<file path="config.mk">
export PLATFORM = sky130hd
export DESIGN_NAME = mem_stage
export DESIGN_NICKNAME = d
export VERILOG_FILES = /design/src/rtl/mem_stage.sv
export SDC_FILE = /design/constraint.sdc
export NUM_CORES = 1
export LEC_CHECK = 0
export ABC_AREA = 1
export BUFFER_PORTS_ARGS = -buffer_cell sky130_fd_sc_hd__buf_2
export CAP_MARGIN = 20
export CORE_AREA = 5 5 128 130
export CTS_CLUSTER_DIAMETER = 40
export CTS_CLUSTER_SIZE = 10
export DETAILED_ROUTE_END_ITERATION = 7
export DIE_AREA = 0 0 133 135
export PLACE_DENSITY = 0.88
export SLEW_MARGIN = 40
export SYNTH_ARGS = -nofsm -noshare
export SYNTH_HDL_FRONTEND = slang
export SYNTH_SLANG_ARGS = --single-unit
</file>
<file path="constraint.sdc">
create_clock -name clk -period 3.8 [get_ports clk]
set_input_delay 0.38 -clock clk [delete_from_list [all_inputs] [get_ports clk]]
set_output_delay 0.38 -clock clk [all_outputs]
set_load 0.1 [all_outputs]
</file>
<file path="src/rtl/mem_stage.sv">
// Memory pipeline stage: holds one instruction from execute, aligns SRAM load data, offers result to writeback.
// Latency: one cycle per instruction (ms_ready_go is always 1); the SRAM word arrives in the first held cycle.
// Backpressure: ms_allowin drops while holding a valid instruction that writeback refuses; the load word is buffered across the stall.
module mem_stage (
  input  logic        clk,
  input  logic        reset,
  input  logic        ws_allowin,
  output logic        ms_allowin,
  input  logic        es_to_ms_valid,
  input  logic [95:0] es_to_ms_bus,
  input  logic [31:0] data_sram_rdata,
  output logic        ms_to_ws_valid,
  output logic [90:0] ms_to_ws_bus,
  output logic [37:0] ms_fwd_bus,
  output logic        ms_ex,
  input  logic        flush
);

  logic        ms_valid;
  logic        ms_ready_go;
  logic        accept;
  logic [95:0] es_to_ms_bus_r;

  // SRAM read-data capture: the word is only guaranteed on the first cycle
  logic        first_cyc;
  logic [31:0] rdata_buf;
  logic        rdata_buf_vld;
  logic [31:0] ld_data;

  // Decoded fields of the held instruction
  logic [10:0] root_bus;
  logic        bd;
  logic        ex;
  logic [4:0]  excode;
  logic [6:0]  ld_inst;
  logic        res_from_mem;
  logic        gr_we;
  logic [4:0]  dest;
  logic [31:0] result;
  logic [31:0] pc;
  logic [1:0]  pos;

  logic        inst_lw;
  logic        inst_lb;
  logic        inst_lbu;
  logic        inst_lh;
  logic        inst_lhu;
  logic        inst_lwl;
  logic        inst_lwr;

  logic [7:0]  sel_byte;
  logic [15:0] sel_half;
  logic [31:0] lwl_data;
  logic [3:0]  lwl_strb;
  logic [31:0] lwr_data;
  logic [3:0]  lwr_strb;
  logic [31:0] mem_result;
  logic [3:0]  mem_strb;
  logic [31:0] final_result;
  logic [3:0]  rf_wstrb;
  logic        block_valid;

  assign ms_ready_go = 1'b1;
  assign ms_allowin  = !ms_valid || (ws_allowin && ms_ready_go);
  assign accept      = es_to_ms_valid && ms_allowin;

  // Stage occupancy: load on allowin, drop on flush (including an incoming instruction)
  always_ff @(posedge clk) begin
    if (reset) begin
      ms_valid <= 1'b0;
    end else if (ms_allowin) begin
      ms_valid <= es_to_ms_valid && !flush;
    end else if (flush) begin
      ms_valid <= 1'b0;
    end
  end

  // Instruction payload register; contents are don't-care while ms_valid is low
  always_ff @(posedge clk) begin
    if (accept) begin
      es_to_ms_bus_r <= es_to_ms_bus;
    end
  end

  // Mark the cycle right after accept, when the SRAM word is on data_sram_rdata
  always_ff @(posedge clk) begin
    if (reset) begin
      first_cyc <= 1'b0;
    end else begin
      first_cyc <= accept;
    end
  end

  // Capture the SRAM word on the first cycle so a writeback stall does not lose it
  always_ff @(posedge clk) begin
    if (reset) begin
      rdata_buf     <= 32'd0;
      rdata_buf_vld <= 1'b0;
    end else begin
      if (first_cyc) begin
        rdata_buf <= data_sram_rdata;
      end
      if (accept) begin
        rdata_buf_vld <= 1'b0;
      end else if (first_cyc) begin
        rdata_buf_vld <= 1'b1;
      end
    end
  end

  assign ld_data = (first_cyc || !rdata_buf_vld) ? data_sram_rdata : rdata_buf;

  assign root_bus     = es_to_ms_bus_r[95:85];
  assign bd           = es_to_ms_bus_r[84];
  assign ex           = es_to_ms_bus_r[83];
  assign excode       = es_to_ms_bus_r[82:78];
  assign ld_inst      = es_to_ms_bus_r[77:71];
  assign res_from_mem = es_to_ms_bus_r[70];
  assign gr_we        = es_to_ms_bus_r[69];
  assign dest         = es_to_ms_bus_r[68:64];
  assign result       = es_to_ms_bus_r[63:32];
  assign pc           = es_to_ms_bus_r[31:0];
  assign pos          = result[1:0];

  assign inst_lw  = ld_inst[6];
  assign inst_lb  = ld_inst[5];
  assign inst_lbu = ld_inst[4];
  assign inst_lh  = ld_inst[3];
  assign inst_lhu = ld_inst[2];
  assign inst_lwl = ld_inst[1];
  assign inst_lwr = ld_inst[0];

  // Byte and halfword lane selection by address offset
  always_comb begin
    sel_byte = ld_data[7:0];
    case (pos)
      2'd0: sel_byte = ld_data[7:0];
      2'd1: sel_byte = ld_data[15:8];
      2'd2: sel_byte = ld_data[23:16];
      2'd3: sel_byte = ld_data[31:24];
      default: sel_byte = ld_data[7:0];
    endcase
    sel_half = pos[1] ? ld_data[31:16] : ld_data[15:0];
  end

  // Unaligned left/right word merge: data and register byte-enables per offset
  always_comb begin
    lwl_data = ld_data;
    lwl_strb = 4'b1111;
    lwr_data = ld_data;
    lwr_strb = 4'b1111;
    case (pos)
      2'd0: begin
        lwl_data = {ld_data[7:0], 24'd0};
        lwl_strb = 4'b1000;
        lwr_data = ld_data;
        lwr_strb = 4'b1111;
      end
      2'd1: begin
        lwl_data = {ld_data[15:0], 16'd0};
        lwl_strb = 4'b1100;
        lwr_data = {8'd0, ld_data[31:8]};
        lwr_strb = 4'b0111;
      end
      2'd2: begin
        lwl_data = {ld_data[23:0], 8'd0};
        lwl_strb = 4'b1110;
        lwr_data = {16'd0, ld_data[31:16]};
        lwr_strb = 4'b0011;
      end
      2'd3: begin
        lwl_data = ld_data;
        lwl_strb = 4'b1111;
        lwr_data = {24'd0, ld_data[31:24]};
        lwr_strb = 4'b0001;
      end
      default: begin
        lwl_data = ld_data;
        lwl_strb = 4'b1111;
        lwr_data = ld_data;
        lwr_strb = 4'b1111;
      end
    endcase
  end

  // Pick the load format; a load with no recognised type falls back to a full word
  always_comb begin
    mem_result = ld_data;
    mem_strb   = 4'b1111;
    if (inst_lb) begin
      mem_result = {{24{sel_byte[7]}}, sel_byte};
    end else if (inst_lbu) begin
      mem_result = {24'd0, sel_byte};
    end else if (inst_lh) begin
      mem_result = {{16{sel_half[15]}}, sel_half};
    end else if (inst_lhu) begin
      mem_result = {16'd0, sel_half};
    end else if (inst_lwl) begin
      mem_result = lwl_data;
      mem_strb   = lwl_strb;
    end else if (inst_lwr) begin
      mem_result = lwr_data;
      mem_strb   = lwr_strb;
    end else if (inst_lw) begin
      mem_result = ld_data;
    end
  end

  // Final result and register byte-enables; no write for bubbles, exceptions or non-writing ops
  always_comb begin
    final_result = res_from_mem ? mem_result : result;
    rf_wstrb     = res_from_mem ? mem_strb : 4'b1111;
    if (!gr_we || ex || !ms_valid) begin
      rf_wstrb = 4'b0000;
    end
  end

  assign block_valid    = ms_valid && gr_we && !flush;
  assign ms_to_ws_valid = ms_valid && !flush;
  assign ms_ex          = ms_valid && ex;
  assign ms_to_ws_bus   = {root_bus, bd, ex, excode, rf_wstrb, dest, final_result, pc};
  assign ms_fwd_bus     = {block_valid, dest, final_result};

endmodule

</file>
==> results.md <==
- Final Cycle Share: roughly 93%
- Die boundary width: between 100 and 150 um
- Setup crit start: es_to_ms_bus_r[72]$_DFFE_PP_
- GRT met1 Usage: approximately 29%
- TritonCTS buffer count: 17
- Distinct cell type count after synthesis: 35
- Die area: 18000 um2
- Cell taking the most area after synthesis: edfxtp_1
- Detailed Route WL: ~23 mm
- Fmax: approximately 280 MHz
- DP Worst Slack: between 700 and 800 ps
- Post-Synthesis Cell Area: between 7000 and 8000 um2
- Met3 Usage GRT: under 10%
- Synth Warn #: 0
- Post-Syn Area per Cell: around 8.3 um2
- Clk Latency, worst-skew pair: approximately 410 ps
- Req. time, crit path: 3420 ps
- Hold-fix buffer count after cts: 0
- CP Max Fanout: 15
- Register area share after synthesis: between 40 and 50%
- Met2 Use GR: between 40% and 50%
- Clock tree root driver cell: clkbuf_16
- DR WL/cell: around 18 um
- Final Util: between 50% and 60%
- Worst Slack Setup Final: 258 ps
- Initial core utilization: slightly below 50%
- Clk sinks: between 100 and 150
- Row count: 45
- PostCTS Resize Cnt: 0
- Vias in the first global route: ~6300
- Number of antenna diodes: 0
- Grt peak-use layer: met2
- GRT Util Overall: about 25%
- Synth top area share: around two fifths
- Initial antenna violation count: 0
- Die H: about 140 um
- Max-slew headroom: between 50 and 60%
- Worst-margin pin slew: approximately 670 ps
- CP Capture Type: primary output
- Clk slew on worst S/H paths: around 60 ps
- Dpl hpwl: approximately 18 mm
- CTS tree: done
- Port Buf Inserts: around 260
- Mapped Nets: 1023
- RSZ-0062 raised after global routing: false
- Vias: roughly 6500
- Gp weighted congestion: ~1
- Worst Setup Start Kind: flop
- Synth Instances: 890
- NumNets Final: approximately 1200
- IO Pins: roughly 270
- Worst Hold Class: in -> reg
- Outcome: finished, final reports clean
- Clock skew: ~13 ps
- First-pass GRT wire length: around 34 mm
- CP Capture Point: ms_fwd_bus[5]
- Setup violators final: 0
- Post-layout minimum cycle time: approximately 3500 ps
- Max Cap Viol: 0
- Setup TNS: 0 ps
- Final ANT Viol Nets: 0
- H-Tree Depth: 4
- Total congestion overflow: 0
- Ratio of cells with drive above 1 in the final layout: between 30% and 40%
- Leak: roughly 4.2 nW
- Yosys reg bits: 130
- DRT iter0 DRCs: 500
- Power per Cell Area: roughly 540 nW/um2
- R2R Path Start: ms_valid$_SDFFE_PP0P_
- Synth area leaders: edfxtp_1, nand2_1, buf_4
- R2r endpoint: es_to_ms_bus_r[2]$_DFFE_PP_
- Final Hold Viols: 0
- DR vias/cell: about 5.2
- R2R setup slack: 2080 ps
- Reg2Reg Depth: 4
- Core area: 15000 um2
- Drt first pass iters: 6
- Area Overhead vs Synth: 21.6%
- Clk buf depth: 2
- Peak VDD IR: 0.000380 V
- CP Class: reg -> out
- DR DRC count: 0
- Largest net degree at the start of global routing: 76
- Slew Viols, Final: 0
- CP arrival: approximately 3200 ps
## cells by family (layout without fill, tap and decap cells)
logic type      count (synthesis)  after routing  synth area share [%]
buf+inv                       201            381                  16.1
compound gates                177            177                  14.7
simple gates                  382            382                  21.3
flops                         130            130                  48.0
## how the worst min path moves through the flow
stage | start | to | slack, ps | cells after the start
final | es_to_ms_bus[56] | es_to_ms_bus_r[56]$_DFFE_PP_ | 120 | 1
after global routing | es_to_ms_bus[78] | es_to_ms_bus_r[78]$_DFFE_PP_ | 110 | 1
after detailed placement | rdata_buf[7]$_SDFFE_PP0P_ | rdata_buf[7]$_SDFFE_PP0P_ | 450 | 2
after global placement | rdata_buf[6]$_SDFFE_PP0P_ | rdata_buf[6]$_SDFFE_PP0P_ | 450 | 2
after CTS | es_to_ms_bus[94] | es_to_ms_bus_r[94]$_DFFE_PP_ | 110 | 1
after floorplan | rdata_buf[0]$_SDFFE_PP0P_ | rdata_buf[0]$_SDFFE_PP0P_ | 440 | 2
## stage by stage
step | std cells | instance area [um2] | hold WS [ps] | total power, W
after floorplan | 890 | 7400 | 439 | 0.00298
after global placement | 1223 | 8380 | 448 | 0.00324
final | 1258 | 9000 | 125 | 0.00488
after detailed placement | 1223 | 8380 | 455 | 0.00325
after global routing | 1258 | 9000 | 109 | 0.00505
after CTS | 1255 | 8980 | 113 | 0.00490
## worst max-delay path, cell delays in order, from the launching register on
cell and delay (ps):
edfxtp_1 670, nor2_2 490, nand2_2 250, o21ai_2 270, inv_2 210, a21oi_1 180
o21ai_1 90, nand2_1 60, nand2_1 40, nand3_1 110, nand2_1 160, buf_12 210
## cells in the final DEF (no fill, tap or decap), drive strengths merged
cell and instances:
o22ai 2, and2 1, or2 1, clkinv 5, edfxtp 95, a31oi 7, buf 280, o211ai 8
nand2 251, a21oi 77, nand4 1, nand3 42, nor3 4, inv 75, o21ai 58, clkbuf 17
nand3b 1, bufinv 2, clkinvlp 2, dfxtp 35, nor2 81, a211oi 25
## sequential cells by signal, summed over array words and instances, names as in the netlist
register,cells
rdata_buf_vld,1
rdata_buf,32
es_to_ms_bus_r,95
first_cyc,1
ms_valid,1
## cell usage after synthesis
master	instances
nand2_1	241
buf_4	96
edfxtp_1	95
a21oi_1	73
nor2_1	73
inv_1	64
nand3_1	42
dfxtp_1	35
a211oi_1	25
o21ai_0	23
clkbuf_1	21
o21ai_1	21
o21ai_2	11
nand2_2	9
o211ai_1	8
a31oi_1	7
buf_2	7
buf_6	5
nor2_2	5
nor3_1	4
inv_2	3
nor2_4	3
o21ai_4	3
a21oi_2	2
a21oi_4	2
buf_8	2
o22ai_1	2
and2_1	1
buf_1	1
clkinv_1	1
inv_6	1
nand2_4	1
nand3b_1	1
nand4_2	1
or2_2	1
## power breakdown
part | leakage [nW] | total (W) | internal (W) | switching, W
clock | 0.288 | 0.00166 | 0.000987 | 0.000671
sequential | 1.21 | 0.00166 | 0.00162 | 0.0000394
combinational | 2.65 | 0.00157 | 0.000312 | 0.00126
total | 4.15 | 0.00488 | 0.00292 | 0.00197
## timing repair
action,in CTS,in global routing
buffers inserted,0,3
endpoints found under the hold margin,0,0
setup endpoints to repair,0,2
## metal layers
layer | routed length (um) | share of wire (%)
met1 | 8600 | 37
met2 | 11900 | 51
met3 | 2100 | 9.1
met4 | 590 | 2.5
met5 | 0 | 0
## layout make-up
type,count,area (um2)
clock inverter,15,174
fill,1281,6030
inverter,69,269
tap,188,235
sequential,130,3550
timing repair buffer,280,1680
multi-input combinational,559,2660
clock buffer,17,425
Power figures use the tool's default switching activity.
